[src/rtl/move_queue_pkg.sv]
// Shared game definitions: direction codes from the debouncer and the move queue depth default.
package game_pkg;

  typedef logic [1:0] dir_t;
  typedef logic [2:0] dir_code_t;

  localparam dir_code_t DIR_UP    = 3'd0;
  localparam dir_code_t DIR_DOWN  = 3'd1;
  localparam dir_code_t DIR_LEFT  = 3'd2;
  localparam dir_code_t DIR_RIGHT = 3'd3;
  localparam dir_code_t DIR_NONE  = 3'd4;

  localparam int MQ_DEPTH_DEFAULT = 4;

  // Codes 4..7 all mean "no move", so only the top bit matters.
  function automatic logic isMove(input dir_code_t code);
    return !code[2];
  endfunction

endpackage

[src/rtl/move_queue_if.sv]
// Handshake bundle between debouncer/engine (master side) and move_queue (slave side).
// Optional drop_cnt signal present only when MOVE_QUEUE_DROP_CNT_EN is defined.
interface move_queue_if
  import game_pkg::*;
#(
  parameter int DEPTH = MQ_DEPTH_DEFAULT
);
  localparam int CW = $clog2(DEPTH + 1);

  dir_code_t       dir_in;
  logic            flush;
  logic            move_valid;
  dir_t            move_dir;
  logic            move_ready;
  logic [CW-1:0]   count;
  logic            full;
  logic            empty;
  logic            overflow;
`ifdef MOVE_QUEUE_DROP_CNT_EN
  logic [7:0]      drop_cnt;
`endif

  modport master (
    output dir_in, flush, move_ready,
`ifdef MOVE_QUEUE_DROP_CNT_EN
    input  drop_cnt,
`endif
    input  move_valid, move_dir, count, full, empty, overflow
  );

  modport slave (
    input  dir_in, flush, move_ready,
`ifdef MOVE_QUEUE_DROP_CNT_EN
    output drop_cnt,
`endif
    output move_valid, move_dir, count, full, empty, overflow
  );

endinterface

[src/rtl/move_queue_mem.sv]
// DEPTH x 2 move storage: one synchronous write port, one asynchronous read port, no reset.
module move_queue_mem
  import game_pkg::*;
#(
  parameter int DEPTH = MQ_DEPTH_DEFAULT,
  parameter int AW    = $clog2(DEPTH)
) (
  input  logic          clk,
  input  logic          i_we,
  input  logic [AW-1:0] i_waddr,
  input  dir_t          i_wdata,
  input  logic [AW-1:0] i_raddr,
  output dir_t          o_rdata
);

  dir_t r_mem [DEPTH];

  always_ff @(posedge clk) begin
    if (i_we) begin
      r_mem[i_waddr] <= i_wdata;
    end
  end

  assign o_rdata = r_mem[i_raddr];

endmodule

[src/rtl/move_queue.sv]
// Move FIFO between debouncer and board engine; pointer/count control around move_queue_mem.
// Define MOVE_QUEUE_DROP_CNT_EN to add the saturating drop_cnt output.
module move_queue
  import game_pkg::*;
#(
  parameter int DEPTH = MQ_DEPTH_DEFAULT
) (
  input  logic       clk,
  input  logic       rst,
  move_queue_if.slave bus
);

  localparam int AW = $clog2(DEPTH);
  localparam int CW = $clog2(DEPTH + 1);

  logic [AW-1:0] r_wrPtr;
  logic [AW-1:0] r_rdPtr;
  logic [CW-1:0] r_count;
  logic          r_full;
  logic          r_empty;
  logic          r_overflow;

  logic          w_push;
  logic          w_pop;
  logic          w_accept;
  logic          w_drop;
  logic          w_we;
  logic [CW-1:0] w_countNext;
  dir_t          w_rdData;

  assign w_push   = isMove(bus.dir_in);
  assign w_pop    = !r_empty && bus.move_ready;
  // A push into a full queue still fits when the head leaves in the same cycle.
  assign w_accept = w_push && (!r_full || w_pop);
  assign w_drop   = w_push && r_full && !w_pop;
  assign w_we     = w_accept && !rst && !bus.flush;

  assign w_countNext = r_count + CW'(w_accept) - CW'(w_pop);

  always_ff @(posedge clk) begin
    if (rst || bus.flush) begin
      r_wrPtr    <= '0;
      r_rdPtr    <= '0;
      r_count    <= '0;
      r_full     <= 1'b0;
      r_empty    <= 1'b1;
      r_overflow <= 1'b0;
    end else begin
      if (w_accept) begin
        r_wrPtr <= r_wrPtr + AW'(1);
      end
      if (w_pop) begin
        r_rdPtr <= r_rdPtr + AW'(1);
      end
      r_count    <= w_countNext;
      r_full     <= (w_countNext == CW'(DEPTH));
      r_empty    <= (w_countNext == '0);
      r_overflow <= w_drop;
    end
  end

`ifdef MOVE_QUEUE_DROP_CNT_EN
  logic [7:0] r_dropCnt;

  always_ff @(posedge clk) begin
    if (rst || bus.flush) begin
      r_dropCnt <= '0;
    end else if (w_drop && (r_dropCnt != 8'hFF)) begin
      r_dropCnt <= r_dropCnt + 8'd1;
    end
  end

  assign bus.drop_cnt = r_dropCnt;
`endif

  move_queue_mem #(
    .DEPTH (DEPTH),
    .AW    (AW)
  ) u_mem (
    .clk     (clk),
    .i_we    (w_we),
    .i_waddr (r_wrPtr),
    .i_wdata (bus.dir_in[1:0]),
    .i_raddr (r_rdPtr),
    .o_rdata (w_rdData)
  );

  // Storage is never reset, so the head is masked to zero while nothing is queued.
  assign bus.move_valid = !r_empty;
  assign bus.move_dir   = r_empty ? 2'd0 : w_rdData;
  assign bus.count      = r_count;
  assign bus.full       = r_full;
  assign bus.empty      = r_empty;
  assign bus.overflow   = r_overflow;

endmodule

[src/flat_wrapper.sv]
// flat-port wrapper written by rule: the top's interface ports become plain ports
module move_queue_flat import game_pkg::*;
#(
  parameter int DEPTH = MQ_DEPTH_DEFAULT
)
  (clk, rst, bus_dir_in, bus_flush, bus_move_ready, bus_move_valid, bus_move_dir, bus_count, bus_full, bus_empty, bus_overflow);
  move_queue_if #(.DEPTH(DEPTH)) bus_i ();
  input  logic clk;
  input  logic rst;
  input wire logic [$bits(bus_i.dir_in)-1:0] bus_dir_in;
  input wire logic [$bits(bus_i.flush)-1:0] bus_flush;
  input wire logic [$bits(bus_i.move_ready)-1:0] bus_move_ready;
  output wire logic [$bits(bus_i.move_valid)-1:0] bus_move_valid;
  output wire logic [$bits(bus_i.move_dir)-1:0] bus_move_dir;
  output wire logic [$bits(bus_i.count)-1:0] bus_count;
  output wire logic [$bits(bus_i.full)-1:0] bus_full;
  output wire logic [$bits(bus_i.empty)-1:0] bus_empty;
  output wire logic [$bits(bus_i.overflow)-1:0] bus_overflow;
  assign bus_i.dir_in = bus_dir_in;
  assign bus_i.flush = bus_flush;
  assign bus_i.move_ready = bus_move_ready;
  assign bus_move_valid = bus_i.move_valid;
  assign bus_move_dir = bus_i.move_dir;
  assign bus_count = bus_i.count;
  assign bus_full = bus_i.full;
  assign bus_empty = bus_i.empty;
  assign bus_overflow = bus_i.overflow;
  move_queue #(.DEPTH(DEPTH)) u_core (.clk(clk), .rst(rst), .bus(bus_i));
endmodule
[config.mk]
export PLATFORM = sky130hd
export DESIGN_NAME = move_queue_flat
export DESIGN_NICKNAME = d
export VERILOG_FILES = /design/src/rtl/move_queue_pkg.sv /design/src/rtl/move_queue_if.sv /design/src/rtl/move_queue_mem.sv /design/src/rtl/move_queue.sv /design/src/flat_wrapper.sv
export SDC_FILE = /design/constraint.sdc
export NUM_CORES = 1
export LEC_CHECK = 0
export CAP_MARGIN = 20
export CORE_ASPECT_RATIO = 0.9
export CORE_MARGIN = 4
export CORE_UTILIZATION = 40
export CTS_BUF_LIST = sky130_fd_sc_hd__clkbuf_4
export DETAILED_ROUTE_END_ITERATION = 10
export DONT_BUFFER_PORTS = 1
export PLACE_DENSITY_LB_ADDON = 0.12
export SYNTH_ARGS = -nofsm -noshare
export SYNTH_HDL_FRONTEND = slang
export SYNTH_HIERARCHICAL = 1
export SYNTH_SLANG_ARGS = --single-unit
[constraint.sdc]
create_clock -name clk -period 3.26 [get_ports clk]
set_clock_uncertainty 0.15 [all_clocks]
set_input_delay 0.326 -clock clk [delete_from_list [all_inputs] [get_ports clk]]
set_output_delay 0.326 -clock clk [all_outputs]
set_load 0.02 [all_outputs]
Word level (Yosys, flattened, before mapping)
Memory sizes are Yosys's and may differ from the RTL's. A register that Yosys moved wholly into a read port is not among the register bits.
Index checks and enable logic that the tools add are counted.
{"block": "op_classes", "addsub": 4, "eq_ne": 1, "muxes": 5, "reduce_logical": 15}
{"operator": "logical AND 1 bit", "count": 6}
{"operator": "logical NOT 1 bit", "count": 6}
{"operator": "two-way mux 2 bit", "count": 3}
{"operator": "adder 2 x 1 -> 2 bit, second input constant", "count": 2}
{"operator": "adder 3 x 1 -> 3 bit", "count": 1}
{"operator": "== test 3 bit, second input constant", "count": 1}
{"operator": "logical NOT 3 bit", "count": 1}
{"operator": "subtractor 3 x 1 -> 3 bit", "count": 1}
{"operator": "logical OR 1 bit", "count": 2}
{"operator": "two-way mux 1 bit", "count": 2}
{"block": "word_totals", "regBits": 10, "mem_bits_rw": 8, "input_bits": 7, "elab_cells": 32, "n_memories": 1}
{"name": "u_core.u_mem.r_mem", "depth": 4, "width": 2, "rd": 1, "rd_clocked_by_memory_dff": 1, "write_ports": 1, "line_no": "move_queue_mem.sv:16", "source": "dir_t r_mem [DEPTH];"}

Longest topological paths before layout
Gate-level depths: netlist of run 1.
{"block": "logic_depth", "depth_word": 8, "ltp_mapped": 9}

By module
Netlist of run 1, hierarchy kept.
{"module": "move_queue", "instances": 1, "cells_per_inst": 49, "area_each_um2": 475.5, "seq_area_each_um2": 200.2}
{"module": "move_queue_mem", "instances": 1, "cells_per_inst": 14, "area_each_um2": 324.1, "seq_area_each_um2": 240.2}

Worst setup path before layout of run 1
OpenSTA, ideal clock, no wires.
{"block": "synth_timing", "path_kind": "flip-flop to flip-flop", "from": "reg u_core.r_empty, in the netlist u_core/bus.empty", "to": "reg u_core.r_empty, in the netlist u_core/bus.empty", "arrival_time_ns": 2.080, "required_ns": 2.996, "slack_ns": 0.916, "path_stages_with_launch": 10, "path_buffers": 0, "synth_period_minus_slack_ns": 2.344, "cell_sequence": "dfxtp_1 > nand2b_4 > a21o_1 > ha_1 > inv_1 > ha_1 > fa_1 > xnor2_1 > xnor2_1 > a21o_1"}
{"block": "synth_via", "elab_chain_len": 7}
{"element": "start, declared", "line_no": "move_queue.sv:20", "source": "logic r_empty;"}
{"element": "start signal, assigned", "line_no": "move_queue.sv:57", "source": "r_empty <= (w_countNext == '0);"}
{"element": "logical NOT 1 bit (*)", "line_no": "move_queue.sv:32", "source": "assign w_pop = !r_empty && bus.move_ready;"}
{"element": "logical AND 1 bit (*)", "line_no": "move_queue.sv:32"}
{"element": "logical OR 1 bit", "line_no": "move_queue.sv:34", "source": "assign w_accept = w_push && (!r_full || w_pop);"}
{"element": "logical AND 1 bit", "line_no": "move_queue.sv:34"}
{"element": "adder 3 x 1 -> 3 bit", "line_no": "move_queue.sv:38", "source": "assign w_countNext = r_count + CW'(w_accept) - CW'(w_pop);"}
{"element": "subtractor 3 x 1 -> 3 bit (*)", "line_no": "move_queue.sv:38"}
{"element": "logical NOT 3 bit (*)", "line_no": "move_queue.sv:57"}
Every way passes the cells marked *; elsewhere a longest branch is shown, timed or not.
A chain may end at the register's enable or synchronous reset.

Final worst setup path of run 1
Same ends and word-level chain as after synthesis.

==> impl.org, run 1 <==
** Status
- Status :: complete, no violations

** Critical path
- The critical path in this run is classified as reg2reg.
- Counting cells, the worst reg-to-reg path comes to 9.
- R2R setup slack :: around 0.75 ns
- In this run the worst path has a maximum fanout of 6.
- Data arrives at the worst endpoint at ~2.6 ns.
- Critical path startpoint category :: register
- The endpoint identified for the worst register-to-register timing path is u_core/bus.empty.
- The worst setup path is captured at a register.
- RR Startpoint :: u_core/bus.empty
- Critical path required time :: between 3 and 4 ns

** Min path
- Launch instance of the worst min-delay path :: bus_flush
- The worst hold path terminates at u_core/r_wrPtr[0].
- Hold path depth :: 2
- The path class of the tightest hold or removal check is in2reg.

** STA
- Total Neg Setup Slack :: 0 ns
- Period utilisation layout :: 0.770
- The smallest clock period supported by the final layout is computed as roughly 2.5 ns.
- The tightest hold path in the finished design has a slack of approximately 0.053 ns.
- The worst path meets setup with about 0.75 ns of slack.
- Setup repair after global routing left no endpoint under its margin.
- Setup violations remaining at the end of the flow were counted as 0.
- In this run the tightest slew margin relative to its limit is 0.738.
- Final Hold Fails :: 0
- The number of slew-limit violations in the final report came to 0.
- Actual slew at the worst max-slew pin :: slightly below 0.4 ns
- Maximum clock frequency :: roughly 400 MHz

** Detailed routing
- The final route contains 450 vias.
- For this run, the detailed router's first-pass iteration total came to 4.
- Via density per instance :: 4.79
- After detailed routing, the average wire length per cell comes to between 10 and 15 µm.
- For this block, the routed nets add up to 1230 µm of wire.
- For this run, design rule violations remaining after detail routing come to 0.
- Initial DRC Count :: 15
- Number of nets with antenna violations after detailed routing :: 0

** Synth
- Portion of the post-synthesis area used by sequential elements :: 0.551
- By area the synthesized netlist is led by sky130_fd_sc_hd__edfxtp_1 (30%), sky130_fd_sc_hd__dfxtp_1 (25%), sky130_fd_sc_hd__mux4_1 (6.6%), sky130_fd_sc_hd__ha_1 (3.1%), sky130_fd_sc_hd__nor2_1 (2.8%).
- Synth warn :: 6
- After technology mapping, the gate count stands at 63.
- In this run, synthesis produced a sequential element count of 18.
- The synthesized design contains 8 enable-type register cells.
- Distinct cell type count after synthesis :: 26
- Dividing the synthesized area by the synthesized cell count gives between 10 and 15 µm².
- Dominant register cell in the synthesized netlist :: sky130_fd_sc_hd__dfxtp_1
- Most frequent cell after synthesis :: sky130_fd_sc_hd__dfxtp_1
- After synthesis the cells add up to 800 µm².
- The number of nets in the synthesized netlist is 73.
- sky130_fd_sc_hd__edfxtp_1 takes more of the synthesized area than any other cell.
- The share of synthesized area in the top cell type comes to 0.300.
- Most used standard cells in the synthesized netlist :: sky130_fd_sc_hd__dfxtp_1 (10), sky130_fd_sc_hd__edfxtp_1 (8), sky130_fd_sc_hd__nor2_1 (6)
- Proportion of synthesized flip-flops having asynchronous set or reset :: 0

** Floorplanning
- Die outline width :: 55.1 µm
- Number of top-level pins :: 16
- Die extent in y :: about 50 µm
- Placeable core region :: 1910 µm²
- Number of placement rows :: 15
- Area of the die :: ~2800 µm²
- Starting Density :: 0.418

** Placement
- Placed cell count :: 87
- Final weighted congestion in routability-driven placement :: 0.656
- DP Wirelength :: slightly below 1000 µm
- Port buffering added 0 buffers.
- Pre-CTS setup slack :: between 0.7 and 0.8 ns

** Power and ir drop
- Peak supply drop :: around 220 µV
- Combinational fraction of design power :: 0.102
- Cell internal power was estimated by the tool at between 0.3 and 0.4 mW.
- Power density of the placed cells :: about 460 nW/µm²
- NetSw :: 0.0967 mW
- The share of total power dissipated in sequential elements is 0.627.
- Switching part of the total power :: 0.241
- Part of the total power dissipated in the clock network :: 0.272
- Summed over all cells, the static leakage comes to between 0.3 and 0.4 nW.

** Global route
- The first global-routing pass estimated 1980 µm of wire.
- Entering global routing, the biggest net connects 11 pins.
- The number of global-route vias before repair came to ~440.
- Gr usage total :: 0.105
- Grt ovf :: 0
- The initial antenna violation count is 0.

** Final layout
- Non-Filler Instances :: 94
- Total number of nets in the final design :: 80
- Footprint of the flip-flops and latches :: 440 µm²
- Antenna fix cells :: 0
- Summing all multi-input logic gate instances after layout gives 329 µm².
- Filler instances :: 192
- In the final layout, the share of cells above drive strength 1 is 0.0725.
- From synthesis to final layout, the design area changed by 9.55%.

** Clock tree
- The clock net in this run drives a total of 18 sinks.
- In this run the clock root is driven by a sky130_fd_sc_hd__clkbuf_4.
- After clock tree synthesis, the clock-pin slew on the worst setup and hold paths is approximately 0.10 ns.
- Clock insertion delay at the later pin of the skew report :: 0.29 ns
- In this run, post-CTS repair resized a total of 0 instances.
- Clock buffers created by TritonCTS :: 3
- Maximum root-to-sink buffer count :: 2
- CTS built an H-tree with a depth of 1.
- TritonCTS built the clock tree.

** Run
- Across the run, the number of max-cap violations was 0.
==> worst max-delay path, stage by stage (launching register included) <==
cell and delay, ns:
sky130_fd_sc_hd__dfxtp_1 0.42, sky130_fd_sc_hd__nand2b_4 0.21, sky130_fd_sc_hd__a21o_1 0.22, sky130_fd_sc_hd__ha_1 0.28, sky130_fd_sc_hd__inv_1 0.04, sky130_fd_sc_hd__ha_1 0.18, sky130_fd_sc_hd__fa_1 0.39, sky130_fd_sc_hd__xnor2_1 0.15
sky130_fd_sc_hd__xnor2_1 0.27, sky130_fd_sc_hd__a21o_1 0.15
==> what timing repair did <==
action / CTS / global route
hold buffers: 3 / 0
setup buffers: 0 / 0
hold endpoints to repair: 9 / 0
==> metal layers <==
layer,share of wire,vias up,track usage
li1,-,231,-
met1,0.47,204,0.137
met2,0.44,13,0.146
met3,0.078,2,0.0475
met4,0.015,0,0.0486
met5,0,-,0
==> registers in the layout, indices dropped and copies added (netlist names) <==
name	cells
u_core/bus.full	1
u_core/bus.count	3
u_core/u_mem/r_mem	8
u_core/bus.empty	1
u_core/r_rdPtr	2
u_core/r_wrPtr	2
u_core/bus.overflow	1
==> through the flow <==
stage | cell area, µm² | util | total power, mW
final | 876 | 0.458 | 0.402
after global routing | 876 | 0.458 | 0.426
after CTS | 876 | 0.458 | 0.410
after floorplan | 800 | - | 0.289
after global placement | 820 | 0.428 | 0.295
after detailed placement | 820 | 0.428 | 0.295
==> cells by family after synthesis <==
family                     synth area share
AOI/OAI and AO/OA                    0.0250
xor gates and xnor gates             0.0438
adders and majority gates            0.0563
buffers and inverters                0.0376
DFF                                   0.551
muxes                                0.0908
and+or+nand+nor                       0.196
==> worst max path at each step <==
| stage | start | to | slack, ns | cells past startpoint |
|---|---|---|---|---|
| detailed placement | u_core/bus.empty | u_core/bus.empty | 0.76 | 9 |
| CTS | u_core/bus.empty | u_core/bus.empty | 0.73 | 9 |
| global placement | u_core/bus.empty | u_core/bus.empty | 0.76 | 9 |
| global route | u_core/bus.empty | u_core/bus.empty | 0.63 | 9 |
| floorplan | u_core/bus.empty | u_core/bus.empty | 0.92 | 9 |
| finish | u_core/bus.empty | u_core/bus.empty | 0.75 | 9 |
==> power groups by stage <==
stage	combinational, mW	clock [mW]	sequential (mW)
after floorplan	0.0338	0	0.255
after detailed placement	0.0373	0	0.258
final	0.0409	0.109	0.252
after global routing	0.0457	0.127	0.253
after global placement	0.0372	0	0.257
after CTS	0.0413	0.117	0.252
==> layout by cell type, fill, tap and decap left out, types with 2 or more instances in the layout <==
cell type                        n
sky130_fd_sc_hd__a21o_1          2
sky130_fd_sc_hd__and3b_1         2
sky130_fd_sc_hd__clkbuf_4        3
sky130_fd_sc_hd__inv_1           5
sky130_fd_sc_hd__dlygate4sd3_1   3
sky130_fd_sc_hd__mux4_1          2
sky130_fd_sc_hd__nand2_1         3
sky130_fd_sc_hd__mux2i_1         2
sky130_fd_sc_hd__xnor2_1         2
sky130_fd_sc_hd__ha_1            2
sky130_fd_sc_hd__or3_1           2
sky130_fd_sc_hd__nor2_1          6
sky130_fd_sc_hd__dfxtp_1        10
sky130_fd_sc_hd__xor2_1          2
sky130_fd_sc_hd__and2b_1         2
sky130_fd_sc_hd__edfxtp_1        8
sky130_fd_sc_hd__and2_1          2
==> layout make-up <==
cell class                 instances  area share
clock buffer                       3      0.0257
multi-input combinational         39       0.376
timing repair buffer               3      0.0343
clock inverter                     1     0.00429
sequential                        18       0.503
inverter                           5      0.0214
tap                               25      0.0357
No activity file was read; power rests on OpenSTA's default activity.
==> inputs of run 2 (changes only) <==
- clock period: 3.26 -> 2.03 ns (I/O delays scaled with it)
==> run 2 against run 1 <==
Compared with the run above: the run now ends with negative setup slack left; die area did not move; design area rose by 13%; total power rose by 67%; sequential power rose by 58%; non-clock buffer count rose by 10; first-iteration DRC count fell by 87%; worst hold slack got worse by 0.042 ns; via count rose by 10%; combinational power rose by 140%; final cell count rose by 11%; register-to-register slack got worse by 0.93 ns; critical endpoint unchanged; highest routed layer unchanged.
==> impl.org, run 2 (same netlist as run 1, synthesis figures left out) <==
** Status
- The flow ran to the end, but the final reports show violations.
- Violated checks :: negative setup slack

** Critical path
- Of all nets on the critical path, the largest fanout is 3.
- Critical-path top delay cell :: sky130_fd_sc_hd__dfxtp_4
- In this design, the largest share of critical-path delay is due to adder cells.
- For the worst flop-to-flop path, the logic depth is 9.
- Critical path startpoint category :: register
- Crit path buffers/inverters :: 1
- The setup path with the least slack is of type reg2reg.
- The endpoint identified for the worst register-to-register timing path is u_core/bus.empty.
- The worst setup path is captured at a register.
- RR Startpoint :: u_core/bus.empty
- Worst path max stage delay :: roughly 0.35 ns
- Data arrives at the worst endpoint at 2.25 ns.
- Series of cell instances along the critical path :: nand2b_4 > a21o_1 > ha_1 > inv_1 > ha_2 > fa_2 > xnor2_2 > xnor2_2 > a21o_1
- Path length in cells of the critical path :: 9
- Critical path required time :: 2.07 ns
- R2R setup slack :: -0.18 ns

** Final layout
- The library cell used most frequently in the layout, excluding fill and tap cells, is sky130_fd_sc_hd__dfxtp_1.
- Final Instance Area :: between 900 and 1000 µm²
- Compared with the post-synthesis result, the final layout area differs by 23.5%.
- In the final layout, the share of cells above drive strength 1 is 0.228.
- Total number of nets in the final design :: 90
- After filler insertion, the fill cell instance count of the layout stands at 181.
- The top cell types in the final layout, fill and taps aside, are sky130_fd_sc_hd__dfxtp_1 (9), sky130_fd_sc_hd__edfxtp_1 (8), sky130_fd_sc_hd__buf_4 (7), sky130_fd_sc_hd__nor2_1 (6), sky130_fd_sc_hd__dlygate4sd3_1 (6).
- Once layout is complete, the utilization of the core stands at 0.516.
- Antenna fix cells :: 0
- Most flop-heavy register :: u_core/u_mem/r_mem
- Leaving out filler cells and counting taps, the final layout contains 104.
- Number of flip-flops in the largest register :: 8

** Placement
- Counting tap cells, the placed design contains a total of 93 instances.
- The placed instances occupy a cell area of about 900 µm².
- DP Wirelength :: between 900 and 1000 µm
- Routability-driven placement finished with a final weighted congestion of between 0.6 and 0.7.
- Input and output buffers added on the ports amount to 0.

** Global route
- After global routing, the most crowded layer is met2.
- For this run, global-route usage on met3 was measured as 0.0712.
- Gr usage total :: 0.123
- The initial antenna violation count was 0.
- Grt ovf :: 0
- Largest net degree at the start of global routing :: 11
- For met1 alone, demand over resource in global routing was 0.151.
- Fraction of met2 tracks used by global routing :: 0.161
- Global-route wire length before repair :: 2300 µm
- The number of global-route vias before repair was slightly below 500.

** Floorplanning
- Area of the die :: 2780 µm²
- Number of top-level pins :: 16
- Die extent in y :: around 50 µm
- From left edge to right edge, the die measures ~55 µm.
- Starting Density :: 0.418
- Number of placement rows :: 15
- Placeable core region :: roughly 1900 µm²

** Detailed routing
- Vias :: roughly 500
- After detailed routing, the average wire length per cell comes to between 10 and 15 µm.
- Via density per instance :: approximately 4.8
- Initial DRC Count :: 2
- Total wirelength of the detailed-routed design :: approximately 1300 µm
- After detailed routing, the number of remaining DRC violations is 0.
- Number of nets with antenna violations after detailed routing :: 0
- First-pass iteration count of the detailed router :: 4

** STA
- Total count of max-transition violations in the final report :: 0
- Worst slew margin relative to its limit :: 0.798
- Maximum clock frequency :: around 450 MHz
- Counting I/O delays and the setup requirement, the final critical path takes approximately 2.2 ns.
- Setup repair after global routing could not meet its margin everywhere.
- Final Hold Fails :: 0
- Actual slew at the worst max-slew pin :: roughly 0.30 ns
- In the post-route analysis, the smallest setup slack over all paths is -0.180 ns.
- Setup total negative slack on the finished layout was measured at -0.430 ns.
- Setup violations remaining at the end of the flow were counted as 3.
- In the finished design, the share of the clock period the worst path needs comes to 1.09.

** Clock tree
- Counting the buffers created by CTS gives 3.
- Clock-pin transition on the worst setup and hold timing paths :: ~0.090 ns
- Clock tree from TritonCTS :: yes
- No sink is reached through more buffers than the 2 on the longest clock path.
- In this run the clock root is driven by a sky130_fd_sc_hd__clkbuf_4.
- Clock latency on the worst-skew pair, taken at its later pin, is between 0.2 and 0.3 ns.
- Clock tree sinks :: 18
- H-tree depth :: 1

** Min path
- For hold timing, the worst endpoint is u_core/r_rdPtr[1].
- Hold path depth :: 3
- Class of the tightest hold or removal check :: in2reg
- The worst hold path begins at bus_move_ready.

** Power and ir drop
- Power density of the placed cells :: slightly below 700 nW/µm²
- Of the total power, combinational logic draws 0.143.
- Summed over all nets, the switching power comes to about 0.16 mW.
- Of the total power, the clock network draws 0.265.
- Switching part of the total power :: 0.243
- Peak supply drop :: approximately 340 µV
- Power Internal :: roughly 0.51 mW
- Flop pwr share :: 0.592
- Static leakage :: 0.407 nW

** Run
- Total of max-cap violations :: 0
## run 2: cell types whose count changed in the layout (fill, tap and decap cells not counted), sizes merged
cell / delta
buf: +7
dlygate4sd3: +3
## run 2: routing by layer
layer,wire (µm),up-vias
met3,123,5
met4,38,0
met5,0,-
met2,544,15
li1,-,251
met1,585,226
## run 2: final cells by class
class / instances / area (µm²) / share of cell area
Sequential cell: 18 / 444 / 0.450
Timing Repair Buffer: 13 / 113 / 0.114
Tap cell: 25 / 31.3 / 0.0317
Multi-Input combinational cell: 39 / 354 / 0.359
Clock inverter: 1 / 3.75 / 0.00380
Clock buffer: 3 / 22.5 / 0.0228
Inverter: 5 / 18.8 / 0.0190
## run 2: worst max-delay path by stage
stage	startpoint	endpoint	slack, ns
after CTS	u_core/bus.empty	u_core/bus.empty	-0.19
after global placement	u_core/bus.empty	u_core/bus.empty	-0.18
after global routing	u_core/bus.empty	u_core/bus.empty	-0.26
final	u_core/bus.empty	u_core/bus.empty	-0.18
after detailed placement	u_core/bus.empty	u_core/bus.empty	-0.18
after floorplan	u_core/bus.empty	u_core/bus.empty	-0.22
## run 2: per-stage QoR
| step | total power [mW] | worst slack [ns] | hold WS [ns] |
|---|---|---|---|
| after CTS | 0.681 | -0.192 | 0.00620 |
| after global placement | 0.490 | -0.184 | 0.136 |
| final | 0.672 | -0.180 | 0.0108 |
| after detailed placement | 0.490 | -0.180 | 0.148 |
| after global routing | 0.709 | -0.265 | 0.0223 |
| after floorplan | 0.471 | -0.223 | 0.131 |
## run 2: power groups by stage
stage / clock network (mW) / registers (mW) / logic, mW
2_1_floorplan: 0 / 0.411 / 0.0601
3_3_place_gp: 0 / 0.406 / 0.0834
3_5_place_dp: 0 / 0.406 / 0.0834
4_1_cts: 0.186 / 0.398 / 0.0970
5_1_grt: 0.202 / 0.400 / 0.107
6_report: 0.178 / 0.398 / 0.0964
## run 2: timing repair
item | CTS | global route
pin swaps | 1 | 0
hold endpoints to repair | 13 | 0
endpoints found under the setup margin | 3 | 6
buffers inserted | 1 | 0
gates resized for setup | 0 | 1
hold buffers | 6 | 0
## run 2: tightest hold or removal path, delay by kind of cell
| kind | cells | cell delay [ns] |
|---|---|---|
| XOR/XNOR | 1 | 0.06 |
| AND/OR/NAND/NOR | 2 | 0.15 |
==> inputs of run 3 (changes only) <==
- clock period: 2.03 -> 2.2 ns (I/O delays scaled with it)
==> run 3 against run 2 <==
Compared with the run above: the run still ends with negative setup slack left; total power fell by 7.9%; sequential share of layout area rose by 0.23 points; register-to-register slack improved by 0.14 ns; critical endpoint unchanged; largest power group unchanged.
==> impl.org, run 3 (same netlist as run 1, synthesis figures left out) <==
** Floorplanning
- Die extent in y :: ~50 µm
- Starting Density :: 0.418
- In this run the core area contains 15 standard-cell rows.
- Number of top-level pins :: 16
- Area of the die :: between 2000 and 3000 µm²
- The floorplan step defined a core boundary enclosing around 1900 µm².
- Die outline width :: around 55 µm

** Critical path
- For this design, the slowest cell found on the critical path is sky130_fd_sc_hd__fa_2.
- Data arrival at the endpoint of the critical path :: between 2 and 2.5 ns
- In this run the worst path has a maximum fanout of 3.
- At the worst endpoint, the required time is between 2 and 2.5 ns.
- Walking the worst path, the cells encountered are nand2b_4 > a21o_1 > ha_1 > inv_1 > ha_2 > fa_2 > xnor2_2 > xnor2_2 > a21o_1.
- The critical path is of the reg2reg type.
- Crit path buffers/inverters :: 1
- The largest single stage delay on the critical path is 0.37 ns.
- Cell family with most CP delay :: adder cells
- The worst setup path is captured at a register.
- Critical path startpoint category :: register

** STA
- The number of slew-limit violations in the final report is 0.
- Final Hold Fails :: 0
- Of the available clock period, the critical path in the final layout requires 1.02.
- Final Setup Violations :: 2
- Final worst setup slack :: -0.0397 ns
- At the pin with the least slew margin, the transition time is 0.364 ns.
- The worst path in the final design needs a cycle of roughly 2.2 ns, including I/O delays and setup.
- Maximum clock frequency :: approximately 450 MHz
- Setup repair after global routing could not meet its margin everywhere.
- Worst slew margin relative to its limit :: 0.757

** Final layout
- After the last flow step, the layout net total stands at 90.
- Leaving out fill and tap cells, the most frequent cells in the layout are sky130_fd_sc_hd__dfxtp_1 (9), sky130_fd_sc_hd__edfxtp_1 (8), sky130_fd_sc_hd__buf_4 (7), sky130_fd_sc_hd__nor2_1 (6), sky130_fd_sc_hd__dlygate4sd3_1 (6).
- Antenna fix cells :: 0
- Synthesis-to-finish area growth :: 22.8%
- In the final layout, the share of cells above drive strength 1 is 0.215.
- Final Core Density :: 0.513
- Number of flip-flops in the largest register :: 8
- Most common library cell in the layout ignoring fill and taps :: sky130_fd_sc_hd__dfxtp_1
- Most flop-heavy register :: u_core/u_mem/r_mem

** Global route
- Via count of the first global-routing pass :: between 500 and 600
- Initial antenna violation count :: 0
- Global-route wire length before repair :: about 2400 µm
- Largest net degree at the start of global routing :: 11
- Grt ovf :: 0
- Across every metal layer, demand over resource in global routing totals 0.120.

** Clock tree
- TritonCTS created 3 clock buffers.
- The tree built by TritonCTS fans out to 18 sinks.
- Clock-pin slew was measured on the worst setup and hold paths at about 0.10 ns.
- Maximum root-to-sink buffer count :: 2
- Clock tree root buffer cell :: sky130_fd_sc_hd__clkbuf_4
- Clock tree from TritonCTS :: yes
- H-tree depth :: 1
- The later pin in the worst-skew pair is clocked with a latency of 0.29 ns.

** Power and ir drop
- For this design the total switching power over the nets is between 0.1 and 0.15 mW.
- The worst-case IR drop observed on VDD is 429 µV.
- The internal portion of the total power is roughly 0.47 mW.
- The share of total power dissipated in the clock network is 0.262.
- Power spread over the standard cell area amounts to between 600 and 700 nW/µm².
- Of the total power, registers draw 0.595.
- The share of total power dissipated in combinational logic is 0.143.
- Summed over all cells, the static leakage comes to ~0.40 nW.
- Power after layout :: slightly above 0.6 mW
- Switching part of the total power :: 0.241

** Placement
- Final weighted congestion in routability-driven placement :: slightly below 0.7
- Port-buffer cells :: 0
- After legalization and detailed placement, the total HPWL measured ~1000 µm.

** Run
- Across the run, the number of max-cap violations was 0.

** Detailed routing
- The detailed router finished its first iteration with 3 violations.
- Vias :: between 500 and 600
- After detailed routing, the number of remaining DRC violations is 0.
- Dividing the detail-routed wire length by the instance count gives approximately 13 µm.
- First-pass iteration count of the detailed router :: 4
- The count of nets left with antenna violations once routing finished came out at 0.
- Via density per instance :: between 4 and 5
- For this block, the routed nets add up to 1340 µm of wire.

** Status
- Status :: finished with violations
- Violated checks :: negative setup slack

** Min path
- Class of the tightest hold or removal check :: in2reg
-- run 3: timing repair --
action | in CTS | in global routing
pin swaps | 4 | 4
hold buffers | 7 | 0
resized for setup | 3 | 0
buffers inserted | 1 | 1
gates cloned | 0 | 0
endpoints found under the setup margin | 3 | 4
endpoints found under the hold margin | 11 | 0
-- run 3: final timing paths --
check                     from                 to  slack, ns  cells after the start
max reg2reg   u_core/bus.empty   u_core/bus.empty      -0.04                      9
max           u_core/bus.empty   u_core/bus.empty      -0.04                      9
min reg2reg  u_core/r_wrPtr[1]  u_core/r_wrPtr[1]       0.37                      2
min             bus_move_ready  u_core/r_rdPtr[1]       0.03                      3
-- run 3: metrics by stage --
step	area [µm²]	setup WS (ns)	cells	hold WS [ns]	TNS, ns
floorplan	806	-0.0556	63	0.148	-0.103
global placement	863	-0.0569	92	0.151	-0.0865
detailed placement	863	-0.0680	92	0.154	-0.139
CTS	985	-0.0374	104	0.0236	-0.0374
global route	982	-0.117	104	0.0557	-0.291
finish	982	-0.0397	104	0.0293	-0.0444
-- run 3: worst reg2reg max path, stage by stage, from the launching register on --
cell                       delay [ns]
sky130_fd_sc_hd__dfxtp_4         0.35
sky130_fd_sc_hd__nand2b_4        0.14
sky130_fd_sc_hd__a21o_1          0.17
sky130_fd_sc_hd__ha_1            0.27
sky130_fd_sc_hd__inv_1           0.04
sky130_fd_sc_hd__ha_2            0.17
sky130_fd_sc_hd__fa_2            0.37
sky130_fd_sc_hd__xnor2_2         0.15
sky130_fd_sc_hd__xnor2_2         0.17
sky130_fd_sc_hd__a21o_1          0.17
-- run 3: power groups by stage --
stage                     combinational [mW]  sequential (mW)  clock, mW
after floorplan                       0.0507            0.379          0
after global placement                0.0695            0.376          0
after detailed placement              0.0694            0.376          0
after CTS                             0.0884            0.369      0.174
after global routing                  0.0994            0.370      0.187
final                                 0.0887            0.368      0.162
-- run 3: layout make-up --
cell class	instances	area [µm²]
well taps	25	31.3
multi-input cells	39	349
clock buffers	3	22.5
flip-flops and latches	18	444
clock inverters	1	3.75
fillers	186	932
inverters	5	18.8
repair buffers	13	113
-- run 3: routing by layer --
metal | wire [µm] | up-vias | global-route usage
met3 | 126 | 2 | 0.0593
li1 | - | 252 | -
met4 | 12 | 0 | 0.0243
met1 | 578 | 230 | 0.148
met5 | 0 | - | 0
met2 | 627 | 18 | 0.189
